File: src/rtl/mc_ctrl_pkg.sv
// Shared definitions for the multi-cycle MIPS-subset control unit.
// Contents: state encoding, ALU-code class selector, opcode/funct constants and ALU codes.
package mc_ctrl_pkg;

  // Encodings are fixed; state_dbg exposes them directly.
  typedef enum logic [3:0] {
    StIdle    = 4'd0,
    StFetch   = 4'd1,
    StDecode  = 4'd2,
    StMemAdr  = 4'd3,
    StMemRd   = 4'd4,
    StMemWb   = 4'd5,
    StMemWr   = 4'd6,
    StRExe    = 4'd7,
    StRWb     = 4'd8,
    StBeqExe  = 4'd9,
    StJExe    = 4'd10,
    StIExe    = 4'd11,
    StIWb     = 4'd12,
    StTrap    = 4'd15
  } state_e;

  // Selects how the ALU code is derived in the current state.
  typedef enum logic [2:0] {
    AluClsNone  = 3'd0,  // ALU idle, code 000
    AluClsAdd   = 3'd1,  // fixed ADD (PC+4, branch target, address)
    AluClsSub   = 3'd2,  // fixed SUB (beq compare)
    AluClsFunct = 3'd3,  // R-type: from funct
    AluClsOp    = 3'd4   // I-type: from opcode
  } alu_cls_e;

  localparam logic [5:0] OP_RTYPE = 6'h00;
  localparam logic [5:0] OP_J     = 6'h02;
  localparam logic [5:0] OP_BEQ   = 6'h04;
  localparam logic [5:0] OP_ADDI  = 6'h08;
  localparam logic [5:0] OP_SLTI  = 6'h0A;
  localparam logic [5:0] OP_ANDI  = 6'h0C;
  localparam logic [5:0] OP_ORI   = 6'h0D;
  localparam logic [5:0] OP_LW    = 6'h23;
  localparam logic [5:0] OP_SW    = 6'h2B;

  localparam logic [5:0] FN_ADD = 6'h20;
  localparam logic [5:0] FN_SUB = 6'h22;
  localparam logic [5:0] FN_AND = 6'h24;
  localparam logic [5:0] FN_OR  = 6'h25;
  localparam logic [5:0] FN_SLT = 6'h2A;

  localparam logic [2:0] ALU_AND = 3'b000;
  localparam logic [2:0] ALU_OR  = 3'b001;
  localparam logic [2:0] ALU_ADD = 3'b010;
  localparam logic [2:0] ALU_SUB = 3'b110;
  localparam logic [2:0] ALU_SLT = 3'b111;

endpackage

File: src/rtl/mc_ctrl_unit_alu_dec.sv
// alu_ctr_dec: combinational ALU control-code decoder.
// Ports: i_op/i_funct (instruction fields), i_cls (derivation class from the FSM),
//        o_alu_ctr (3-bit ALU code), o_illegal (field not decodable for this class).
module alu_ctr_dec
  import mc_ctrl_pkg::*;
(
  input  logic [5:0] i_op,
  input  logic [5:0] i_funct,
  input  alu_cls_e   i_cls,
  output logic [2:0] o_alu_ctr,
  output logic       o_illegal
);

  always_comb begin
    o_alu_ctr = ALU_AND;
    o_illegal = 1'b0;
    case (i_cls)
      AluClsAdd: o_alu_ctr = ALU_ADD;
      AluClsSub: o_alu_ctr = ALU_SUB;
      AluClsFunct: begin
        case (i_funct)
          FN_ADD:  o_alu_ctr = ALU_ADD;
          FN_SUB:  o_alu_ctr = ALU_SUB;
          FN_AND:  o_alu_ctr = ALU_AND;
          FN_OR:   o_alu_ctr = ALU_OR;
          FN_SLT:  o_alu_ctr = ALU_SLT;
          default: o_illegal = 1'b1;
        endcase
      end
      AluClsOp: begin
        case (i_op)
          OP_ADDI: o_alu_ctr = ALU_ADD;
          OP_ANDI: o_alu_ctr = ALU_AND;
          OP_ORI:  o_alu_ctr = ALU_OR;
          OP_SLTI: o_alu_ctr = ALU_SLT;
          default: o_illegal = 1'b1;
        endcase
      end
      default: o_alu_ctr = ALU_AND;
    endcase
  end

endmodule

File: src/rtl/mc_ctrl_unit.sv
// mc_ctrl_unit: multi-cycle MIPS-subset control FSM.
// Inputs:  clk, rst_n (async active-low), op/funct (from IR), zero (ALU flag),
//          mem_rdy (memory access completes this cycle).
// Outputs: datapath strobes (PC, memory, IR, register file, ALU muxes), alu_ctr,
//          pc_source, halt (trap indicator) and state_dbg (current state code).
module mc_ctrl_unit
  import mc_ctrl_pkg::*;
#(
  parameter int unsigned ST_W = 4
) (
  input  logic            clk,
  input  logic            rst_n,
  input  logic [5:0]      op,
  input  logic [5:0]      funct,
  input  logic            zero,
  input  logic            mem_rdy,
  output logic            pc_write,
  output logic            pc_write_cond,
  output logic            i_or_d,
  output logic            mem_read,
  output logic            mem_write,
  output logic            ir_write,
  output logic            reg_dst,
  output logic            mem_to_reg,
  output logic            reg_write,
  output logic            alu_src_a,
  output logic [1:0]      alu_src_b,
  output logic [2:0]      alu_ctr,
  output logic [1:0]      pc_source,
  output logic            halt,
  output logic [ST_W-1:0] state_dbg
);

  state_e   r_state;
  state_e   w_state_nxt;
  alu_cls_e w_alu_cls;
  logic     w_alu_illegal;

  // zero is consumed by the datapath through pc_write_cond; the FSM never branches on it.
  logic w_zero_unused;
  assign w_zero_unused = zero;

  alu_ctr_dec u_alu_ctr_dec (
    .i_op      (op),
    .i_funct   (funct),
    .i_cls     (w_alu_cls),
    .o_alu_ctr (alu_ctr),
    .o_illegal (w_alu_illegal)
  );

  always_ff @(posedge clk or negedge rst_n) begin
    if (!rst_n) r_state <= StIdle;
    else        r_state <= w_state_nxt;
  end

  assign state_dbg = ST_W'(r_state);

  always_comb begin
    w_state_nxt   = r_state;
    w_alu_cls     = AluClsNone;
    pc_write      = 1'b0;
    pc_write_cond = 1'b0;
    i_or_d        = 1'b0;
    mem_read      = 1'b0;
    mem_write     = 1'b0;
    ir_write      = 1'b0;
    reg_dst       = 1'b0;
    mem_to_reg    = 1'b0;
    reg_write     = 1'b0;
    alu_src_a     = 1'b0;
    alu_src_b     = 2'b00;
    pc_source     = 2'b00;
    halt          = 1'b0;
    case (r_state)
      StIdle: w_state_nxt = StFetch;
      StFetch: begin
        mem_read  = 1'b1;
        alu_src_b = 2'b01;
        w_alu_cls = AluClsAdd;
        // PC+4 and IR capture only commit on the cycle the fetch completes.
        pc_write  = mem_rdy;
        ir_write  = mem_rdy;
        if (mem_rdy) w_state_nxt = StDecode;
      end
      StDecode: begin
        alu_src_b = 2'b11;
        w_alu_cls = AluClsAdd;
        case (op)
          OP_RTYPE:                         w_state_nxt = StRExe;
          OP_LW, OP_SW:                     w_state_nxt = StMemAdr;
          OP_BEQ:                           w_state_nxt = StBeqExe;
          OP_J:                             w_state_nxt = StJExe;
          OP_ADDI, OP_ANDI, OP_ORI, OP_SLTI: w_state_nxt = StIExe;
          default:                          w_state_nxt = StTrap;
        endcase
      end
      StMemAdr: begin
        alu_src_a = 1'b1;
        alu_src_b = 2'b10;
        w_alu_cls = AluClsAdd;
        // op can only change here if the IR was disturbed; treat that as illegal.
        if (op == OP_LW)      w_state_nxt = StMemRd;
        else if (op == OP_SW) w_state_nxt = StMemWr;
        else                  w_state_nxt = StTrap;
      end
      StMemRd: begin
        mem_read = 1'b1;
        i_or_d   = 1'b1;
        if (mem_rdy) w_state_nxt = StMemWb;
      end
      StMemWb: begin
        reg_write   = 1'b1;
        mem_to_reg  = 1'b1;
        w_state_nxt = StFetch;
      end
      StMemWr: begin
        mem_write = 1'b1;
        i_or_d    = 1'b1;
        if (mem_rdy) w_state_nxt = StFetch;
      end
      StRExe: begin
        alu_src_a   = 1'b1;
        w_alu_cls   = AluClsFunct;
        w_state_nxt = w_alu_illegal ? StTrap : StRWb;
      end
      StRWb: begin
        reg_write   = 1'b1;
        reg_dst     = 1'b1;
        w_state_nxt = StFetch;
      end
      StBeqExe: begin
        alu_src_a     = 1'b1;
        w_alu_cls     = AluClsSub;
        pc_write_cond = 1'b1;
        pc_source     = 2'b01;
        w_state_nxt   = StFetch;
      end
      StJExe: begin
        pc_write    = 1'b1;
        pc_source   = 2'b10;
        w_state_nxt = StFetch;
      end
      StIExe: begin
        alu_src_a   = 1'b1;
        alu_src_b   = 2'b10;
        w_alu_cls   = AluClsOp;
        w_state_nxt = w_alu_illegal ? StTrap : StIWb;
      end
      StIWb: begin
        reg_write   = 1'b1;
        w_state_nxt = StFetch;
      end
      StTrap: begin
        halt        = 1'b1;
        w_state_nxt = StTrap;
      end
      default: w_state_nxt = StTrap;  // unused encodings
    endcase
  end

endmodule

File: config.mk
export PLATFORM = sky130hd
export DESIGN_NAME = mc_ctrl_unit
export DESIGN_NICKNAME = d
export VERILOG_FILES = /design/src/rtl/mc_ctrl_pkg.sv /design/src/rtl/mc_ctrl_unit_alu_dec.sv /design/src/rtl/mc_ctrl_unit.sv
export SDC_FILE = /design/constraint.sdc
export NUM_CORES = 1
export LEC_CHECK = 0
export ABC_AREA = 1
export CAP_MARGIN = 20
export CORE_MARGIN = 2
export CORE_UTILIZATION = 38
export DETAILED_ROUTE_END_ITERATION = 8
export HOLD_SLACK_MARGIN = 0.08
export PLACE_DENSITY = 0.89
export SYNTH_ARGS = -nofsm -noshare
export SYNTH_HDL_FRONTEND = slang
export SYNTH_SLANG_ARGS = --single-unit
export TNS_END_PERCENT = 10
File: constraint.sdc
create_clock -name clk -period 1.35 [get_ports clk]
set_input_delay 0.27 -clock clk [delete_from_list [all_inputs] [get_ports clk]]
set_output_delay 0.27 -clock clk [all_outputs]
set_load 0.05 [all_outputs]
==> metrics.md, run 1 <==
| Metric | Value |
|---|---|
| Last stage | `clock tree synthesis` |
| Area after DPL | `1580 µm²` |
| Syn avg cell area | `5.08 µm²` |
| Synth Flop Type | `dfrtp_1` |
| Distinct cells, synth | `21` |
| Error message | `[ERROR DPL-0038] Utilization greater than 100%, impossible to legalize` |
| Gpl congestion | `0.918` |
| Register area share after synthesis | `14.3%` |
| # rows | `15` |
| #FFs+latches synth | `4` |
| IO Pins | `38` |
| Post-synth ARST share | `100%` |
| Initial Util | `40.6%` |
| Yosys warning count | `0` |
| Most common cell in the netlist | `nand2_1` |
| Detailed placement HPWL | `3030 µm` |
| PostCTS Resize Cnt | `32` |
| Chip width | `46.9 µm` |
| Syn nets | `154` |
| Number of port buffers | `36` |
| Mapped Cells | `138` |
| Die Y | `46.9 µm` |
| Hold-fix buffers, CTS | `0` |
| Synth top area share | `23.0%` |
| Setup bufs post-CTS | `6` |
| CTS Buffer Depth | `2` |
| TritonCTS buffer count | `3` |
| Mapped cell area | `701 µm²` |
| H-tree Lvls | `1` |
| Number of synthesized flops with an enable pin | `0` |
| Synth cell count leaders | `nand2_1 (43), nor2_1 (26), inv_1 (21)` |
| Root buf cell | `clkbuf_4` |
| Area contributors post-synth | `nand2_1 (23%), dfrtp_1 (14%), nor2_1 (14%)` |
| Outcome | `aborted with a tool error` |
| Total clock sinks | `4` |
| Area leader, netlist | `nand2_1` |
cells by family after synthesis:
kind of cell	count (synthesis)	synth area share (%)
AOI/OAI and AO/OA	10	8.93
buffers and inverters	28	15.5
DFF	4	14.3
and+or+nand+nor	96	61.2
stage by stage:
step	std cells	setup WS [ns]
detailed placement	221	-0.559
global placement	221	-0.461
floorplan	138	-0.326
==> run 2, diff against run 1 <==
- CORE_AREA: default -> 2 2 63 65
- CORE_MARGIN: 2 -> default
- CORE_UTILIZATION: 38 -> default
- DIE_AREA: default -> 0 0 65 67
- HOLD_SLACK_MARGIN: 0.08 -> default
- PLACE_DENSITY: 0.89 -> default
- PLACE_DENSITY_LB_ADDON: default -> 0.15
==> metrics.md, run 2 <==
| Metric | Value |
|---|---|
| Outcome | `finished, violations left (was aborted with a tool error)` |
| Failing checks | `negative setup slack` |
| Syn avg cell area | `5.08 µm² (unchanged)` |
| #FFs+latches synth | `4 (unchanged)` |
| Top Metal Used | `met4` |
| Reg-to-reg slack, setup | `-0.15 ns` |
| # DRC | `0` |
| Final Cell Area | `1880 µm²` |
| Setup crit end kind | `primary output` |
| Tcrit/Tclk final | `125%` |
| Synth top area share | `23.0% (unchanged)` |
| Clock transition at path regs | `0.03 ns` |
| Min cycle time layout | `1.68 ns` |
| H-tree Lvls | `1 (unchanged)` |
| R2R depth | `12` |
| Initial Util | `19.4% (was 40.6%)` |
| Largest net degree at the start of global routing | `6` |
| WL met1 | `1120 µm` |
| Final hold vios | `0` |
| CP Cell Sequence | `inv_2, nand2_4, nor2_4, nand3_4, o221ai_4, buf_12` |
| Area contributors post-synth | `nand2_1 (23%), dfrtp_1 (14%), nor2_1 (14%) (unchanged)` |
| Setup CP Type | `flop to primary output` |
| Syn nets | `154 (unchanged)` |
| Peak VDD IR | `176 µV` |
| Routed vias | `1129` |
| Crit path arrival time | `1.41 ns` |
| Final nets | `232` |
| Hold-fix buffers, CTS | `0 (unchanged)` |
| Number of port buffers | `36 (unchanged)` |
| Most common cell after layout, fill and taps aside | `buf_4` |
| Fmax | `594 MHz` |
| Yosys warning count | `0 (unchanged)` |
| Tot Pwr | `0.489 mW` |
| IO Pins | `38 (unchanged)` |
| TritonCTS buffer count | `3 (unchanged)` |
| Area leader, netlist | `nand2_1 (unchanged)` |
| Root buf cell | `clkbuf_8 (was clkbuf_4)` |
| Max reg flops | `4` |
| Reg2reg start | `state_dbg[3]$_DFFE_PN0P_` |
| Gpl congestion | `0.779 (was 0.918)` |
| Layout cell share with drive strength beyond 1 | `59.8%` |
| Slew margin rel. | `82.4%` |
| Sum Neg Setup Slack | `-4.62 ns` |
| Total clock sinks | `4 (unchanged)` |
| CTS tree | `yes` |
| Ant. Diodes | `0` |
| Post-synth ARST share | `100% (unchanged)` |
| PwrDens | `260 nW/µm²` |
| Area grow syn2layout | `169%` |
| WL/cell | `10.8 µm` |
| Initial antenna violation count | `0` |
| Max cap viols | `0` |
| Fillers | `358` |
| Vias in the first global route | `1137` |
| Vias per cell | `4.31` |
| GRT overflow | `0` |
| Synth cell count leaders | `nand2_1 (43), nor2_1 (26), inv_1 (21) (unchanged)` |
| Mapped Cells | `138 (unchanged)` |
| Worst-Margin Slew | `0.263 ns` |
| Synth Flop Type | `dfrtp_1 (unchanged)` |
| First-pass GRT wire length | `4810 µm` |
| Chip width | `65 µm (was 46.9 µm)` |
| Die footprint | `4360 µm²` |
| Slowest CP cell | `dfrtp_2` |
| Worst r2r dst | `state_dbg[0]$_DFFE_PN0P_` |
| Mapped cell area | `701 µm² (unchanged)` |
| Detailed placement HPWL | `2340 µm (was 3030 µm)` |
| Distinct cells, synth | `21 (unchanged)` |
| Nature of the critical path startpoint | `flop` |
| CTS Buffer Depth | `2 (unchanged)` |
| Register area share after synthesis | `14.3% (unchanged)` |
| Most common cell in the netlist | `nand2_1 (unchanged)` |
| Die Y | `67 µm (was 46.9 µm)` |
| Number of synthesized flops with an enable pin | `0 (unchanged)` |
| Leading cell types in the layout, fill and taps excluded | `buf_4 (34), nand2_1 (31), buf_12 (22)` |
| Critical Path Fanout Max | `4` |
| GRT Total Usage | `14.0%` |
| Final Max Tran Viols | `0` |
| Pleak | `0.906 nW` |
| # rows | `22 (was 15)` |
| Antenna-violating nets left | `0` |
| Number of setup violations in the final report | `21` |
| Crit-path max cell delay | `0.43 ns` |
| Drt initial violations | `25` |
| Setup ws final | `-0.334 ns` |
| Skew-Pair Late Insertion Delay | `0.22 ns` |
| RSZ-0062 raised after global routing | `yes` |
| First-pass DRT Iterations | `6` |
| Setup Skew | `0.00241 ns` |
| Met3 WL | `109 µm` |
| Critical Path RT | `1.08 ns` |
| Hold Crit Class | `primary input to async pin` |
| Area after DPL | `1640 µm² (was 1580 µm²)` |
| Detail Route met2 WL | `1570 µm` |
| Core Footprint | `3610 µm²` |
| Final wirelength | `2830 µm` |
run 2: metrics by stage:
stage                     instances  worst slack, ns  hold slack (ns)  util [%]
after global routing            262           -0.403            0.277      52.3
after floorplan                 138           -0.326          -0.0256         -
after CTS                       262           -0.337            0.266      51.3
final                           262           -0.334            0.262      52.3
after global placement          249           -0.485            0.487      45.6
after detailed placement        249           -0.520            0.496      45.6
run 2: cell families after synthesis:
logic type | Yosys count | synth area share, %
flops | 4 | 14.3
compound gates | 10 | 8.93
buf+inv | 28 | 15.5
simple gates | 96 | 61.2
run 2: final cells by class:
cell class	instances	area (µm²)	share of cell area [%]
Tap cell	48	60.1	3.19
Inverter	27	106	5.64
Multi-Input combinational cell	106	708	37.6
Timing Repair Buffer	74	861	45.7
Sequential cell	4	108	5.71
Clock buffer	3	41.3	2.19
run 2: timing repair:
item                       CTS  global route
gates resized for setup     46            17
setup endpoints to repair   22            23
pin swaps                   13             5
setup buffers               10             0
run 2: worst max path at each step:
| stage | startpoint | to | depth (start not counted) |
|---|---|---|---|
| CTS | state_dbg[0]$_DFFE_PN0P_ | alu_ctr[0] | 5 |
| global placement | op[0] | alu_ctr[2] | 7 |
| global route | state_dbg[3]$_DFFE_PN0P_ | alu_ctr[0] | 6 |
| detailed placement | funct[5] | alu_ctr[0] | 6 |
| finish | state_dbg[3]$_DFFE_PN0P_ | alu_ctr[0] | 6 |
| floorplan | state_dbg[3]$_DFFE_PN0P_ | pc_source[0] | 5 |
run 2: worst max-delay path, delay by kind of cell (launching register included):
kind	cells	cell delay (ns)
and+or+nand+nor	3	0.34
AOI/OAI and AO/OA	1	0.17
DFF	1	0.43
buffers and inverters	2	0.26
run 2: report_power, final:
group / leakage (nW) / internal [mW] / total (mW) / switching [mW]
Combinational: 0.850 / 0.0574 / 0.113 / 0.0557
Sequential: 0.0343 / 0.121 / 0.121 / 0
Clock: 0.0216 / 0.190 / 0.256 / 0.0652
Total: 0.906 / 0.368 / 0.489 / 0.121
run 2: metal layers:
layer | up-vias | GRT usage, %
met2 | 28 | 28.6
li1 | 591 | -
met3 | 4 | 1.52
met1 | 506 | 14.3
met4 | 0 | 5.59
met5 | - | 0
Power figures use the tool's default switching activity.
